[src/rtl/fetch_pkg.sv]
// Shared types and constants for the instruction fetch stage.
package fetch_pkg;

    localparam int unsigned FETCH_XLEN = 16;
    localparam int unsigned FETCH_ILEN = 16;

    // Bubble instruction placed in IF/ID (16-bit c.nop encoding).
    localparam logic [15:0] NOP_INSTR = 16'h0001;

    typedef struct packed {
        logic [FETCH_ILEN-1:0] instr;
        logic [FETCH_XLEN-1:0] pc;
    } fetch_entry_t;

endpackage

[src/rtl/fetch_fifo.sv]
// Synchronous FIFO with clear; clear wins over push and pop in the same cycle.
module fetch_fifo
    import fetch_pkg::*;
#(
    parameter int unsigned DEPTH = 4,
    parameter type         T     = fetch_entry_t
) (
    input  logic                     clk,
    input  logic                     rst,
    input  logic                     i_push,
    input  T                         i_push_data,
    input  logic                     i_pop,
    input  logic                     i_clear,
    output T                         o_pop_data,
    output logic [$clog2(DEPTH):0]   o_count,
    output logic                     o_empty,
    output logic                     o_full
);

    localparam int unsigned AW = $clog2(DEPTH);
    localparam int unsigned CW = AW + 1;

    T               r_mem [DEPTH];
    logic [AW-1:0]  r_wr_ptr;
    logic [AW-1:0]  r_rd_ptr;
    logic [CW-1:0]  r_count;
    logic           w_do_push;
    logic           w_do_pop;

    assign o_empty    = (r_count == '0);
    assign o_full     = (r_count == CW'(DEPTH));
    assign o_count    = r_count;
    assign o_pop_data = r_mem[r_rd_ptr];

    assign w_do_push = i_push && !i_clear;
    assign w_do_pop  = i_pop && !i_clear && !o_empty;

    // Storage carries no reset; only the pointers define what is valid.
    always_ff @(posedge clk) begin
        if (w_do_push) begin
            r_mem[r_wr_ptr] <= i_push_data;
        end
    end

    always_ff @(posedge clk or negedge rst) begin
        if (!rst) begin
            r_wr_ptr <= '0;
            r_rd_ptr <= '0;
            r_count  <= '0;
        end else if (i_clear) begin
            r_wr_ptr <= '0;
            r_rd_ptr <= '0;
            r_count  <= '0;
        end else begin
            r_wr_ptr <= r_wr_ptr + AW'(w_do_push);
            r_rd_ptr <= r_rd_ptr + AW'(w_do_pop);
            r_count  <= r_count + CW'(w_do_push) - CW'(w_do_pop);
        end
    end

    always_ff @(posedge clk) begin
        if (rst) begin
            assert (!(w_do_push && o_full && !w_do_pop));
        end
    end

endmodule

[src/rtl/fetch_prefetch.sv]
// Instruction fetch stage: credit-limited in-order requests to instruction memory,
// a prefetch FIFO of returned instructions, and the IF/ID pipeline register.
module fetch_prefetch
    import fetch_pkg::*;
#(
    parameter int unsigned     XLEN     = 16,
    parameter int unsigned     ILEN     = 16,
    parameter int unsigned     DEPTH    = 4,
    parameter int unsigned     PC_STEP  = 2,
    parameter logic [XLEN-1:0] RESET_PC = '0
) (
    input  logic            clk,
    input  logic            rst,
    input  logic            PCSrcE,
    input  logic [XLEN-1:0] PCTargetE,
    input  logic            StallD,
    input  logic            FlushD,
    output logic            imem_req_valid,
    input  logic            imem_req_ready,
    output logic [XLEN-1:0] imem_req_addr,
    input  logic            imem_rsp_valid,
    input  logic [ILEN-1:0] imem_rsp_data,
    output logic [XLEN-1:0] PCF,
    output logic [ILEN-1:0] InstrD,
    output logic [XLEN-1:0] PCD,
    output logic [XLEN-1:0] PCPlus2D,
    output logic            ValidD
);

    localparam int unsigned     CW     = $clog2(DEPTH) + 1;
    localparam logic [XLEN-1:0] L_STEP = XLEN'(PC_STEP);
    localparam logic [ILEN-1:0] L_NOP  = ILEN'(NOP_INSTR);

    typedef struct packed {
        logic [ILEN-1:0] instr;
        logic [XLEN-1:0] pc;
    } entry_t;

    logic [XLEN-1:0] r_pcf;
    logic [XLEN-1:0] r_rsp_pc;
    logic [CW-1:0]   r_outstanding;
    logic [CW-1:0]   r_drop;

    logic [ILEN-1:0] r_instr_d;
    logic [XLEN-1:0] r_pc_d;
    logic [XLEN-1:0] r_pc_plus_d;
    logic            r_valid_d;

    logic [CW-1:0]   w_fifo_count;
    logic [CW:0]     w_occupancy;
    logic            w_fifo_empty;
    logic            w_fifo_full;
    logic            w_credit;
    logic            w_fire;
    logic            w_push;
    logic            w_pop;
    entry_t          w_push_entry;
    entry_t          w_pop_entry;

    // Requests in flight plus buffered entries never exceed DEPTH, so the FIFO cannot overflow.
    assign w_occupancy    = {1'b0, r_outstanding} + {1'b0, w_fifo_count};
    assign w_credit       = (w_occupancy < (CW+1)'(DEPTH));
    assign imem_req_valid = rst && !PCSrcE && w_credit;
    assign imem_req_addr  = r_pcf;
    assign w_fire         = imem_req_valid && imem_req_ready;

    assign w_push       = !PCSrcE && imem_rsp_valid && (r_drop == '0);
    assign w_pop        = !PCSrcE && !FlushD && !StallD && !w_fifo_empty;
    assign w_push_entry = '{instr: imem_rsp_data, pc: r_rsp_pc};

    fetch_fifo #(
        .DEPTH (DEPTH),
        .T     (entry_t)
    ) u_fifo (
        .clk         (clk),
        .rst         (rst),
        .i_push      (w_push),
        .i_push_data (w_push_entry),
        .i_pop       (w_pop),
        .i_clear     (PCSrcE),
        .o_pop_data  (w_pop_entry),
        .o_count     (w_fifo_count),
        .o_empty     (w_fifo_empty),
        .o_full      (w_fifo_full)
    );

    always_ff @(posedge clk or negedge rst) begin
        if (!rst) begin
            r_pcf    <= RESET_PC;
            r_rsp_pc <= RESET_PC;
        end else if (PCSrcE) begin
            r_pcf    <= PCTargetE;
            r_rsp_pc <= PCTargetE;
        end else begin
            if (w_fire) begin
                r_pcf <= r_pcf + L_STEP;
            end
            if (w_push) begin
                r_rsp_pc <= r_rsp_pc + L_STEP;
            end
        end
    end

    // On redirect every response still owed (minus one landing this cycle) is stale.
    always_ff @(posedge clk or negedge rst) begin
        if (!rst) begin
            r_outstanding <= '0;
            r_drop        <= '0;
        end else if (PCSrcE) begin
            r_outstanding <= r_outstanding - CW'(imem_rsp_valid);
            r_drop        <= r_outstanding - CW'(imem_rsp_valid);
        end else begin
            r_outstanding <= r_outstanding + CW'(w_fire) - CW'(imem_rsp_valid);
            if (imem_rsp_valid && (r_drop != '0)) begin
                r_drop <= r_drop - CW'(1);
            end
        end
    end

    always_ff @(posedge clk or negedge rst) begin
        if (!rst) begin
            r_instr_d   <= L_NOP;
            r_pc_d      <= '0;
            r_pc_plus_d <= '0;
            r_valid_d   <= 1'b0;
        end else if (FlushD || PCSrcE) begin
            r_instr_d <= L_NOP;
            r_valid_d <= 1'b0;
        end else if (StallD) begin
            r_instr_d   <= r_instr_d;
            r_pc_d      <= r_pc_d;
            r_pc_plus_d <= r_pc_plus_d;
            r_valid_d   <= r_valid_d;
        end else if (!w_fifo_empty) begin
            r_instr_d   <= w_pop_entry.instr;
            r_pc_d      <= w_pop_entry.pc;
            r_pc_plus_d <= w_pop_entry.pc + L_STEP;
            r_valid_d   <= 1'b1;
        end else begin
            r_instr_d <= L_NOP;
            r_valid_d <= 1'b0;
        end
    end

    assign PCF      = r_pcf;
    assign InstrD   = r_instr_d;
    assign PCD      = r_pc_d;
    assign PCPlus2D = r_pc_plus_d;
    assign ValidD   = r_valid_d;

    always_ff @(posedge clk) begin
        if (rst) begin
            assert (!(imem_rsp_valid && (r_outstanding == '0)));
            assert (!(w_push && w_fifo_full && !w_pop));
        end
    end

endmodule

[config.mk]
export PLATFORM = sky130hd
export DESIGN_NAME = fetch_prefetch
export DESIGN_NICKNAME = d
export VERILOG_FILES = /design/src/rtl/fetch_pkg.sv /design/src/rtl/fetch_fifo.sv /design/src/rtl/fetch_prefetch.sv
export SDC_FILE = /design/constraint.sdc
export NUM_CORES = 1
export LEC_CHECK = 0
export BUFFER_PORTS_ARGS = -buffer_cell sky130_fd_sc_hd__buf_2
export CAP_MARGIN = 20
export CORE_ASPECT_RATIO = 0.5
export CORE_MARGIN = 4
export CORE_UTILIZATION = 45
export DETAILED_ROUTE_END_ITERATION = 10
export GPL_TIMING_DRIVEN = 0
export PLACE_DENSITY = 0.71
export SYNTH_ARGS = -nofsm -noshare
export SYNTH_HDL_FRONTEND = slang
export SYNTH_HIERARCHICAL = 1
export SYNTH_SLANG_ARGS = --single-unit
[constraint.sdc]
create_clock -name clk -period 5.49 [get_ports clk]
set_clock_uncertainty 0.1 [all_clocks]
set_input_delay 0.2745 -clock clk [delete_from_list [all_inputs] [get_ports clk]]
set_output_delay 0.2745 -clock clk [all_outputs]
set_load 0.02 [all_outputs]
# [Word level (Yosys, flattened, before mapping)]
# Memory sizes are Yosys's and may differ from the RTL's.
# Cells that the tools add are included.
[word_totals] wordCells=71 ff_bits=94 ram_bits=128 n_memories=1 latch_bits=0 inputBits=39 output_inout_bits=82 mem_bits_ro=0
[op_classes] multipliers=0 addsub=12 div_mod_pow=0 n_lt_le_gt_ge=1 n_eq_ne=1 n_reduce_logical=24 muxes=18 shift=0 n_bitwise=3
[memory_table] memory="u_fifo.r_mem" words=4 word_bits=32 read_ports=1 rd_clocked_by_memory_dff=0 wr=1 line="fetch_fifo.sv:23" rtl="T r_mem [DEPTH];"
[op_table] operator="16-bit two-way mux" count=7
[op_table] operator="16-bit by 2-bit adder with 16-bit output, second input constant" count=3
[op_table] operator="1-bit logical AND" count=12
[op_table] operator="3-bit two-way mux" count=4
[op_table] operator="3-bit by 1-bit subtractor with 3-bit output" count=3
[op_table] operator="3-bit by 1-bit adder with 3-bit output" count=2
[op_table] operator="3-bit zero test" count=2
[op_table] operator="2-bit nonzero test" count=3
[op_table] operator="1-bit two-way mux" count=5
[op_table] operator="2-bit by 1-bit adder with 2-bit output" count=2
[op_table] operator="3-bit by 3-bit adder with 4-bit output" count=1
[op_table] operator="1-bit zero test" count=4
[op_table] operator="4-bit by 3-bit < comparator with 1-bit output, second input constant" count=1
[op_table] operator="2-bit two-way mux" count=2
[op_table] operator="1-bit NOT" count=3
[op_table] operator="3-bit AND reduction" count=1
[op_table] operator="3-bit nonzero test" count=1
[op_table] operator="3-bit by 1-bit subtractor with 3-bit output, second input constant" count=1
[op_table] operator="2-bit by 1-bit inequality test with 1-bit output, second input constant" count=1
[op_table] operator="1-bit logical OR" count=1

# [Logic depth before layout (Yosys ltp)]
[logic_depth] word_depth=8 depth_mapped=13

# [Modules after synthesis]
# Netlist, hierarchy kept.
[modules_own_cells] mod="fetch_fifo" cells_per_inst=202 instances=1 area_per_inst_um2=5052.3
[modules_own_cells] mod="fetch_prefetch" cells_per_inst=459 instances=1 area_per_inst_um2=4360.4

# [Worst setup path after synthesis]
# No wires, ideal clock.
[synth_timing] path_type="flip-flop to flip-flop" start="reg r_drop[0]" end="mem u_fifo/r_mem[1][0] (netlist name) (enable)" t_required_ns=4.922 path_buffers=0 synth_period_minus_slack_ns=3.927 arrival_time_ns=3.359 path_stages_with_launch=7 setup_ns=0.468 path_slack_ns=1.563 path_cell_list="dfrtp_1 -> inv_1 -> ha_1 -> nand3b_1 -> nor2_1 -> nand2b_1 -> nor3b_1"
[synth_via] elab_chain_cells=5
[synth_lines] item="start, declared" line="fetch_prefetch.sv:42" rtl="logic [CW-1:0] r_drop;"
[synth_lines] item="start signal, assigned" line="fetch_prefetch.sv:111" rtl="r_drop <= r_outstanding - CW'(imem_rsp_valid);"
[synth_lines] item="start signal, assigned" line="fetch_prefetch.sv:115" rtl="r_drop <= r_drop - CW'(1);"
[synth_lines] item="3-bit zero test" line="fetch_prefetch.sv:67" rtl="assign w_push = !PCSrcE && imem_rsp_valid && (r_drop == '0);"
[synth_lines] item="1-bit logical AND" line="fetch_prefetch.sv:67"
[synth_lines] item="via w_push" line="fetch_prefetch.sv:55" rtl="logic w_push;"
[synth_lines] item="1-bit logical AND" line="fetch_fifo.sv:35" rtl="assign w_do_push = i_push && !i_clear;"
[synth_lines] item="1-bit two-way mux" line="fetch_fifo.sv:40" rtl="if (w_do_push) begin"
[synth_lines] item="1-bit two-way mux (implied by the code)" line="fetch_fifo.sv:41" rtl="r_mem[r_wr_ptr] <= i_push_data;"
[synth_lines] item="end, declared" line="fetch_fifo.sv:23"
# The timed path passes the listed nets, and every way through them passes these cells.

# [Final worst setup path]
[layout_timing] start="reg u_fifo.r_count[1], in the netlist u_fifo/o_count[1]" end="reg u_fifo.r_count[2], in the netlist u_fifo/o_count[2]"
[layout_via] elab_chain_cells=7 word_cells_on_any_way=8 classes_between="add/sub: 2; mux: 1; reduce/logical: 5"
[layout_lines] item="start, declared" line="fetch_fifo.sv:26" rtl="logic [CW-1:0] r_count;"
[layout_lines] item="start signal, assigned" line="fetch_fifo.sv:57" rtl="r_count <= r_count + CW'(w_do_push) - CW'(w_do_pop);"
[layout_lines] item="3-bit zero test" line="fetch_fifo.sv:30" rtl="assign o_empty = (r_count == '0);"
[layout_lines] item="via w_fifo_empty" line="fetch_prefetch.sv:51" rtl="logic w_fifo_empty;"
[layout_lines] item="1-bit zero test" line="fetch_prefetch.sv:68" rtl="assign w_pop = !PCSrcE && !FlushD && !StallD && !w_fifo_empty;"
[layout_lines] item="1-bit logical AND" line="fetch_prefetch.sv:68"
[layout_lines] item="via w_pop" line="fetch_prefetch.sv:56" rtl="logic w_pop;"
[layout_lines] item="1-bit logical AND (2 in a row)" line="fetch_fifo.sv:36" rtl="assign w_do_pop = i_pop && !i_clear && !o_empty;"
[layout_lines] item="3-bit by 1-bit subtractor with 3-bit output" line="fetch_fifo.sv:57"
[layout_lines] item="3-bit two-way mux" line="fetch_fifo.sv:50" rtl="end else if (i_clear) begin"
# The timed path passes the listed nets, and every way through them passes these cells.
# A chain may end at the register's enable or synchronous reset.

==> metrics.log <==
[metrics] run status: completed
[metrics] series of cell instances along the critical path: nor3_1 > or4_1 > clkinv_1 > buf_1 > nor3b_1 > ha_1 > inv_1 > ha_1 > inv_1 > fa_1 > xnor3_1 > nor2_1
[metrics] routed length per placed instance: 18.7 um
[metrics] Critical Setup Path Class: reg2reg
[metrics] Pint: 2.91 mW
[metrics] minimum setup slack among reg-to-reg paths: 1.72 ns
[metrics] clock period minus final worst setup slack: 3.77 ns
[metrics] type of the worst min-delay path: in2reg
[metrics] Setup Slack @ Placement: 1.72 ns
[metrics] fraction of final layout cells with drive strength greater than 1: 26.8%
[metrics] initial antenna violation count: 0
[metrics] unrepaired setup endpoints after global routing: no
[metrics] growth of design area from synthesis to finish: 21.6%
[metrics] die span in y: 110 um
[metrics] vias in the first global route: 6,204
[metrics] total grt overflow: 0
[metrics] portion of total power attributed to the clock network: 34.2%
[metrics] synthesized cell area: 0.00941 mm2
[metrics] overall track demand over capacity in global routing: 18.2%
[metrics] count of maximum capacitance violations: 0
[metrics] LEAKAGE: 4.67 nW
[metrics] pwr dens: 350 mW/mm2
[metrics] clock latency reported for the late side of the worst-skew pair: 0.49 ns
[metrics] worst slew pin tran: 0.922 ns
[metrics] average cell area after synthesis: 14.3 um2
[metrics] row cnt: 37
[metrics] Clock Pin Slew Worst Setup and Hold Paths: 0.07 ns
[metrics] DRC violations left: 0
[metrics] upper clock frequency limit: 0.265 GHz
[metrics] TritonCTS clock tree: yes
[metrics] Final Hold Vio Count: 0
[metrics] maximum number of pins on one net before global-route repair: 68
[metrics] yosys warns: 6
[metrics] share of the clock period used by the worst path after layout: 68.7%
[metrics] critical path startpoint: u_fifo/o_count[1]
[metrics] slowest cell delay on critical path: 0.62 ns
[metrics] final total negative setup slack: 0 ns
[metrics] final non-filler cell total: 1,131
[metrics] FF-to-FF Start: u_fifo/o_count[1]
[metrics] Comb power frac: 15.5%
[metrics] number of max-slew violations in the final report: 0
[metrics] largest fanout on the critical path: 10
[metrics] depth of the most critical reg-to-reg path: 12
[metrics] Root Buffer: sky130_fd_sc_hd__clkbuf_16
[metrics] Max clock buf depth: 3
[metrics] via-per-instance ratio: 5.38
[metrics] final RePlAce weighted congestion: 0.793
[metrics] I/O pin count: 121
[metrics] total inserted antenna cells: 0
[metrics] DP Wirelength: 14,400 um
[metrics] Sw Pwr: 1.10 mW
[metrics] Sink Count: 221
[metrics] post-route total power: 4.01 mW
[metrics] proportion of power drawn by flip-flops and latches: 50.3%
[metrics] data arrival time of the critical path: 4.04 ns
[metrics] initial standard-cell utilization of the core: 45.8%
[metrics] worst rel slew slack: 38.5%
[metrics] number of search-and-repair iterations in the first detailed-routing pass: 5
[metrics] syn nets: 716
[metrics] NumNets Final: 899
[metrics] overall routed net length: 21,100 um
[metrics] final-report setup violation count: 0
[metrics] global-route wire length before repair: 33,500 um
[metrics] cell count after placement: 1,062
[metrics] worst vdd rail ir drop: 0.192 mV
[metrics] deepest level of the CTS H-tree: 1
[metrics] placed inst area: 0.0105 mm2
[metrics] DR iter-0 viols: 428
[metrics] area of the core: 0.0206 mm2
[metrics] full die area: 0.0234 mm2
[metrics] cell count after synthesis: 660
[metrics] count of port buffers added during placement: 119
[metrics] slack of the critical path: 1.72 ns
[metrics] Critical R2R Capture: u_fifo/o_count[2]
[metrics] number of antenna-violating nets in the routed design: 0
[metrics] Post CTS Setup Buffer Count: 0
[metrics] total vias in the final route: 6,083
[metrics] cell type of the slowest stage on the worst timing path: sky130_fd_sc_hd__or4_1
[metrics] switching power as a share of total power: 27.4%
[metrics] endpoint of the worst setup timing path: u_fifo/o_count[2]
[metrics] post-layout instance area: 0.0114 mm2
[metrics] number of clock buffers inserted by TritonCTS: 21
[metrics] Worst Setup End Kind: flop
[metrics] Chip Width: 212 um
[metrics] Critical Path Start Type: flop
[metrics] CP Data Required Time: 5.76 ns
## layer usage
metal	wire, um	track usage [%]	part of all wire (%)	up-vias
met4	392	4.50	1.9	0
met5	0	0	0	-
met2	9960	29.9	47	174
met3	1100	3.00	5.2	31
li1	-	-	-	2805
met1	9690	26.0	46	3073
## registers in the layout (all words and copies together), names as in the netlist
signal / flops
PCF: 16
u_fifo/r_wr_ptr: 2
InstrD: 16
u_fifo/r_mem: 128
u_fifo/r_rd_ptr: 2
PCD: 16
r_rsp_pc: 16
r_drop: 3
r_outstanding: 3
u_fifo/o_count: 3
PCPlus2D: 15
ValidD: 1
## worst min path at each step
stage	from	to	slack (ns)	cells after the start
after global routing	PCTargetE[12]	PCF[12]	0.04	4
after CTS	PCTargetE[12]	r_rsp_pc[12]	0.01	3
after global placement	PCPlus2D[2]	PCPlus2D[2]	0.36	2
after detailed placement	rst	PCD[9]	0.15	1
after floorplan	rst	InstrD[10]	-0.12	0
final	PCTargetE[12]	r_rsp_pc[12]	0.03	3
## power groups by stage
stage | Clock (mW) | Sequential [mW] | Combinational (mW)
floorplan | 0 | 2.12 | 0.299
global placement | 0 | 2.04 | 0.588
detailed placement | 0 | 2.05 | 0.609
CTS | 1.41 | 2.02 | 0.629
global route | 1.48 | 2.03 | 0.693
finish | 1.37 | 2.01 | 0.621
## critical path: cells and delay by family (launching register included)
family	cells	cell delay (ns)
xor gates and xnor gates	1	0.20
buffers and inverters	4	0.83
and+or+nand+nor	4	1.28
DFF	1	0.44
adders and majority gates	3	0.80
## metrics by stage
stage | utilization (%) | hold slack (ns)
after detailed placement | 51.0 | 0.147
after global routing | 55.6 | 0.0420
after global placement | 50.3 | 0.358
final | 55.6 | 0.0342
after CTS | 55.6 | 0.00973
after floorplan | - | -0.121
## placed cells by master (no fill, tap or decap), types with 4 or more instances in the layout
cell type                       count
sky130_fd_sc_hd__mux4_2            30
sky130_fd_sc_hd__clkinv_2           7
sky130_fd_sc_hd__nand3_1           14
sky130_fd_sc_hd__or4_1              7
sky130_fd_sc_hd__dfrtp_1           92
sky130_fd_sc_hd__nand2_1           99
sky130_fd_sc_hd__a22o_1            15
sky130_fd_sc_hd__nor3_1             8
sky130_fd_sc_hd__inv_1             21
sky130_fd_sc_hd__o31a_1             4
sky130_fd_sc_hd__buf_4             20
sky130_fd_sc_hd__nand2b_1           6
sky130_fd_sc_hd__a21oi_1            9
sky130_fd_sc_hd__or3_1              6
sky130_fd_sc_hd__a31oi_1            8
sky130_fd_sc_hd__clkbuf_1          23
sky130_fd_sc_hd__and3_1             6
sky130_fd_sc_hd__xnor2_1           15
sky130_fd_sc_hd__clkbuf_16         22
sky130_fd_sc_hd__o21ai_0           28
sky130_fd_sc_hd__dlygate4sd3_1     30
sky130_fd_sc_hd__edfxtp_1         128
sky130_fd_sc_hd__o211ai_1           6
sky130_fd_sc_hd__xor2_1            12
sky130_fd_sc_hd__nor2_1            17
sky130_fd_sc_hd__and2_1             5
sky130_fd_sc_hd__buf_6             11
sky130_fd_sc_hd__buf_2            120
sky130_fd_sc_hd__nand4_1           12
sky130_fd_sc_hd__ha_1              15
sky130_fd_sc_hd__and4_1             6
sky130_fd_sc_hd__o31ai_1            4
## cell type report
cell class,instances,area [um2]
repair buffers,160,1030
well taps,273,342
fillers,1688,9120
clock inverters,10,58.8
clock buffers,28,583
multi-input cells,369,2840
plain buffers,47,319
inverters,23,86.3
flip-flops and latches,221,6170
## timing repair
item / in CTS / in global routing
resized for setup: 0 / 0
endpoints found under the hold margin: 117 / 0
hold buffers: 30 / 0
(Power assumes the default switching activity.)
